`config.mk`:
```
export PLATFORM = sky130hd
export DESIGN_NAME = gate_recv
export DESIGN_NICKNAME = d
export VERILOG_FILES = /design/src/rtl/gate_recv.sv
export SDC_FILE = /design/constraint.sdc
export NUM_CORES = 1
export LEC_CHECK = 0
export ABC_AREA = 1
export CAP_MARGIN = 20
export CORE_AREA = 3 3 411 413
export DETAILED_ROUTE_END_ITERATION = 10
export DIE_AREA = 0 0 414 416
export HOLD_SLACK_MARGIN = 0.1
export PLACE_DENSITY_LB_ADDON = 0.1
export SLEW_MARGIN = 15
export SYNTH_ARGS = -nofsm -noshare
export SYNTH_HDL_FRONTEND = slang
export SYNTH_SLANG_ARGS = --single-unit
```
`constraint.sdc`:
```
create_clock -name aclk -period 1.4 [get_ports aclk]
set_input_delay 0.14 -clock aclk [delete_from_list [all_inputs] [get_ports aclk]]
set_output_delay 0.14 -clock aclk [all_outputs]
set_load 0.01 [all_outputs]
```
`src/rtl/gate_recv.sv`:
```
// Receive-side route gate: admits inbound packets whose first-beat tag matches the
// per-source capability table. Drop counter is built only with GATE_RECV_DROP_CNT_EN.
module gate_recv #(
    parameter int N_SRCS    = 4,
    parameter int DATA_BITS = 512
) (
    input  logic                 aclk,
    input  logic                 aresetn,
    input  logic [7:0]           host_route_cap_in,
    input  logic                 host_route_cap_valid,
    input  logic                 host_route_clr,
    input  logic [DATA_BITS-1:0] s_axis_tdata,
    input  logic                 s_axis_tvalid,
    input  logic                 s_axis_tlast,
    output logic                 s_axis_tready,
    output logic [DATA_BITS-1:0] m_axis_tdata,
    output logic                 m_axis_tvalid,
    output logic                 m_axis_tlast,
    input  logic                 m_axis_tready,
    output logic [1:0]           ul_port_out,
    output logic [15:0]          drop_cnt
);

    typedef enum logic [1:0] {IDLE, CHECK, PASS, DROP} state_t;

    state_t            state;
    logic [7:0]        tag_q;
    logic [7:0]        cap_data [N_SRCS];
    logic [N_SRCS-1:0] cap_vld;
    logic              match;
    logic              in_pass;
    logic              in_drop;

    // NOTE: valid bits are reset, entry bytes are not; contents behind a clear
    // valid bit are never looked at, so the data array needs no reset path.
    always_ff @(posedge aclk) begin
        if (host_route_cap_valid) begin
            for (int i = 0; i < N_SRCS; i++) begin
                if (host_route_cap_in[1:0] == 2'(i))
                    cap_data[i] <= host_route_cap_in;
            end
        end
    end

    // Clear takes priority over a write landing in the same cycle.
    always_ff @(posedge aclk or negedge aresetn) begin
        if (!aresetn) begin
            cap_vld <= '0;
        end else if (host_route_clr) begin
            cap_vld <= '0;
        end else if (host_route_cap_valid) begin
            for (int i = 0; i < N_SRCS; i++) begin
                if (host_route_cap_in[1:0] == 2'(i))
                    cap_vld[i] <= 1'b1;
            end
        end
    end

    // NOTE: match gets a default before the loop so no latch is inferred.
    always_comb begin
        match = 1'b0;
        for (int i = 0; i < N_SRCS; i++) begin
            if (tag_q[1:0] == 2'(i) && cap_vld[i] && cap_data[i] == tag_q)
                match = 1'b1;
        end
    end

    // NOTE: all state updates use non-blocking assignments so every register
    // samples the pre-edge values, including the table read during CHECK.
    always_ff @(posedge aclk or negedge aresetn) begin
        if (!aresetn) begin
            state <= IDLE;
            tag_q <= '0;
        end else begin
            case (state)
                IDLE: begin
                    if (s_axis_tvalid) begin
                        tag_q <= s_axis_tdata[7:0];
                        state <= CHECK;
                    end
                end
                CHECK:   state <= match ? PASS : DROP;
                PASS:    if (s_axis_tvalid && m_axis_tready && s_axis_tlast) state <= IDLE;
                DROP:    if (s_axis_tvalid && s_axis_tlast) state <= IDLE;
                default: state <= IDLE;
            endcase
        end
    end

    assign in_pass = (state == PASS);
    assign in_drop = (state == DROP);

    // PASS is a zero-latency wire path; other states present idle outputs.
    assign m_axis_tvalid = in_pass & s_axis_tvalid;
    assign m_axis_tlast  = in_pass & s_axis_tlast;
    assign m_axis_tdata  = in_pass ? s_axis_tdata : '0;
    assign s_axis_tready = in_pass ? m_axis_tready : in_drop;
    assign ul_port_out   = in_pass ? tag_q[1:0] : 2'b00;

`ifdef GATE_RECV_DROP_CNT_EN
    logic [15:0] drop_q;

    always_ff @(posedge aclk or negedge aresetn) begin
        if (!aresetn)
            drop_q <= '0;
        else if (in_drop && s_axis_tvalid && s_axis_tlast && drop_q != 16'hFFFF)
            drop_q <= drop_q + 16'd1;
    end

    assign drop_cnt = drop_q;
`else
    assign drop_cnt = 16'h0000;
`endif

endmodule
```
# Word-level counts from Yosys, hierarchy flattened
# Memory sizes are Yosys's and may differ from the RTL's.
# Index checks and enable logic that the tools add are counted.
[totals]
ram_bits = 32
output_inout_bits = 533
regBits = 14
mem_count = 1
[mem_list]
columns = ["name", "words", "word_bits", "read_ports", "rd_clocked_by_memory_dff", "wr", "line", "source"]
rows = [
  ["cap_data", 4, 8, 4, 0, 1, "28", "logic [7:0] cap_data [N_SRCS];"],
]
[classes]
reduce_logical = 28
n_bitwise = 2
n_eq_ne = 16
muxes = 39
[ops]
columns = ["operator", "n"]
rows = [
  ["$mux W512", 1],
  ["$eq A8 B8 Y1", 4],
  ["$mux W1", 25],
  ["$mux W8", 3],
  ["$reduce_or A8 Y1", 3],
  ["$mux W2", 7],
  ["$eq A2 B2 Y1 const B", 6],
  ["$logic_and A1 B1 Y1", 11],
  ["$reduce_and A2 Y1", 5],
  ["$reduce_bool A2 Y1", 5],
  ["$mux W4", 2],
  ["$pmux W2 S4", 1],
  ["$eq A2 B1 Y1 const B", 3],
  ["$logic_not A2 Y1", 3],
  ["$ne A2 B1 Y1 const B", 2],
  ["$reduce_and A3 Y1", 1],
  ["$and A1 B1 Y1", 2],
  ["$ne A2 B2 Y1 const B", 1],
]

# Depth between registers and ports, before layout
[depth]
word_depth = 9
ltp_mapped = 10

# Worst setup path after synthesis
# No wires, ideal clock.
[synth_timing]
path_type = "in2reg"
from = "input host_route_cap_in[1]"
to = "memory cap_data[3][0] (enable)"
arrival_time_ns = 0.869
t_required_ns = 1.014
setup_slack_ns = 0.145
stages = 2
cell_sequence = "inv_1 -> nor3_1"
[synth_between]
elab_chain_cells = 8
[synth_rtl]
columns = ["item", "line", "source"]
rows = [
  ["start: declaration", "9", "input logic [7:0] host_route_cap_in,"],
  ["$eq A2 B1 Y1", "39", "if (host_route_cap_in[1:0] == 2'(i))"],
  ["$mux W1", "39", ""],
  ["$mux W1", "37", "if (host_route_cap_valid) begin"],
  ["$mux W1 (implied by the code)", "40", "cap_data[i] <= host_route_cap_in;"],
  ["$reduce_or A8 Y1 (no source line)", "-", ""],
  ["$mux W2 (no source line) / $mux W1 (equally long branches) (3 in a row)", "-", ""],
  ["end: declaration", "28", ""],
]
# Parallel ways exist; a longest one is shown, timed or not.

# Worst setup path after layout
[layout_timing]
from = "register state[0]"
to = "output m_axis_tdata[149]"
[layout_between]
elab_chain_cells = 2
[layout_rtl]
columns = ["item", "line", "source"]
rows = [
  ["start: declaration", "26", "state_t state;"],
  ["start signal: assignment", "82", "CHECK: state <= match ? PASS : DROP;"],
  ["$eq A2 B2 Y1", "90", "assign in_pass = (state == PASS);"],
  ["$mux W512", "96", "assign m_axis_tdata = in_pass ? s_axis_tdata : '0;"],
  ["end: declaration", "16", "output logic [DATA_BITS-1:0] m_axis_tdata,"],
]
# No other way between the ends.

==> metrics.txt <==
Post-DP HPWL=91000 µm; Total Neg Setup Slack=-191120 ps; DRT Pass-1 Iters=4; leak pwr=0.0117 µW; Levels on crit path=7; num rows=149; Syn. warnings=0; clk_lat worst skew=300 ps; Min Clock Period, post-route=1960 ps; Worst Skew=10.5 ps; MaxCap Viol Count=0; WHS=172 ps; Placer Congestion=0.824; Die ar.=172000 µm²; CTS Hold Bufs=0; RSZ-0062 raised after global routing=true; Worst Path Required=1260 ps; vias in the first global route=11719; CP startpoint=state[0]; CORE AREA=165000 µm²; via/cell ratio=2.44; Setup Crit Path Kind=reg -> out; largest net degree at the start of global routing=44; layout cells sized above 1=18.2%; Max H-tree Level=2; most frequent cells in the layout=inv_1, clkdlybuf4s50_1, nor2_1; number of remaining DRC errors=0; Initial Util=3.91%; Buffers on Ports=1043; Pwr Total=27100 µW; post-route ant nets=0; fmax=509 MHz; Seq/Total Area, Yosys=20.3%; number of CTS-inserted buffers=5; Yosys cell types=21; mapped cell area=6450 µm²; initial antenna violation count=59; DR WL/cell=21.3 µm; Setup-failing EPs final=519; WP data arrival=1820 ps; Final Hold Vio Count=0; first-pass GRT wire length=124000 µm; post-place setup slack=-575 ps; worst path cell trace=inv_2, nand2_8, buf_12, buf_12, buf_4, nor2_1, clkdlybuf4s15_2; GRT Overall Usage=10.8%; footprint of the multi-input gates=2890 µm²; CP delay by family, top=buffers and inverters; reg2reg start=state[1]; HP Class=in -> async; Power Density=1360 nW/µm²; global route overflow=0; Worst path max stage delay=390 ps; run status=complete, but fails checks; Yosys reg bits=46; critical path's slowest cell=dfrtp_1; final WL=99000 µm; maximum VDD drop=0.487 mV; Max Slew Vio Count=0; Cells after Synth=1334; Die X-Extent=414 µm; failing checks=setup timing; Crit Path Max Fanout=32; die height=416 µm; Syn-to-layout area delta=209%; worst r2r path cells=7; most frequent CP cell=buf_12; post-route insts no fill=4637; CTS Root Cell=clkbuf_16; maximum buffer depth of the clock tree=2; Worst setup EP type=primary output; DR vias=11325; period utilisation layout=140%; clock sinks=46; register area=1310 µm²; Crit path buffers/inverters=5; setup ws final=-565 ps; Clock transition at path regs=70 ps; DR iter-0 viols=388; Startpoint Class=flip-flop; Mapped Avg Cell Area=4.84 µm²; I/O pins=1060; commonest non-fill, non-tap cell in the layout=inv_1; final net count=2957; CTS tree=yes; dpl cells=4597; fill count=19613
worst register-to-register path, cell delays in order, from the launching register on:
cell,delay [ps]
dfrtp_1,440
buf_4,180
inv_2,40
buf_4,130
nor4_2,380
a21oi_1,80
nor2_1,100
a21oi_1,70
per-layer routing:
layer | global-route usage (%) | share of wire, % | vias up
met3 | 2.48 | 6.2 | 70
met2 | 21.3 | 54 | 530
met4 | 0.257 | 0.73 | 14
li1 | - | - | 5644
met1 | 12.2 | 38 | 5067
met5 | 0 | 0.079 | -
worst paths after layout:
path                                endpoint  slack [ps]
min in group aclk                 cap_vld[2]         500
max                        m_axis_tdata[149]        -560
max reg2reg                         state[0]        -140
max in group asynchronous           tag_q[6]        1010
min reg2reg                       cap_vld[2]         500
min                               cap_vld[3]         170
state kept, by name, summed over array words and instances (netlist names):
| name | count |
|---|---|
| cap_data | 32 |
| tag_q | 8 |
| cap_vld | 4 |
| state | 2 |
stage by stage:
step | util (%) | area [µm²]
2_1_floorplan | - | 6510
5_1_grt | 12.1 | 19900
6_report | 12.1 | 20000
4_1_cts | 12.0 | 19900
3_3_place_gp | 12.1 | 20000
3_5_place_dp | 12.1 | 20000
synthesized netlist by cell type:
| cell | n | share of area (%) |
|---|---|---|
| a211oi_1 | 1 | 0.12 |
| a21oi_1 | 2 | 0.16 |
| buf_2 | 24 | 1.9 |
| buf_4 | 47 | 5.5 |
| buf_6 | 3 | 0.52 |
| clkbuf_2 | 1 | 0.077 |
| conb_1 | 1 | 0.058 |
| dfrtp_1 | 14 | 5.4 |
| edfxtp_1 | 32 | 15 |
| inv_1 | 548 | 32 |
| inv_2 | 3 | 0.17 |
| nand2_1 | 83 | 4.8 |
| nand3_1 | 1 | 0.077 |
| nand4_1 | 1 | 0.097 |
| nor2_1 | 550 | 32 |
| nor3_1 | 6 | 0.47 |
| nor4_2 | 1 | 0.19 |
| o21ai_0 | 8 | 0.62 |
| o21ba_2 | 1 | 0.16 |
| xnor2_1 | 2 | 0.27 |
| xor2_1 | 5 | 0.68 |
report_power, final:
part	switching [µW]	leakage, µW	internal [µW]	total [µW]
sequential	259	0.000471	1650	1900
combinational	13500	0.0111	10500	24000
clock	564	0.0000709	665	1230
total	14300	0.0117	12800	27100
cell type report:
| type | instances | area share (%) |
|---|---|---|
| multi-input combinational | 677 | 14.5 |
| sequential | 46 | 6.57 |
| timing repair buffer | 1149 | 54.0 |
| clock buffer | 6 | 0.645 |
| clock inverter | 2 | 0.0689 |
| antenna | 17 | 0.213 |
| inverter | 551 | 10.4 |
| tap | 2189 | 13.7 |
repair_timing:
item | in CTS | in global routing
pin swaps | 1 | 1
resized for setup | 511 | 564
gates cloned | 1 | 3
setup endpoints to repair | 519 | 527
setup buffers | 7 | 6
logic make-up (layout without fill, tap and decap cells):
| group | after synthesis | after routing | synth area share (%) |
|---|---|---|---|
| other | 1 | 33 | 0.0581 |
| XOR/XNOR | 7 | 7 | 0.950 |
| AO/OA/AOI/OAI | 12 | 12 | 1.05 |
| flip-flops | 46 | 46 | 20.3 |
| AND/OR/NAND/NOR | 642 | 642 | 37.7 |
| buffers and inverters | 626 | 1708 | 40.0 |
Power figures use the tool's default switching activity.
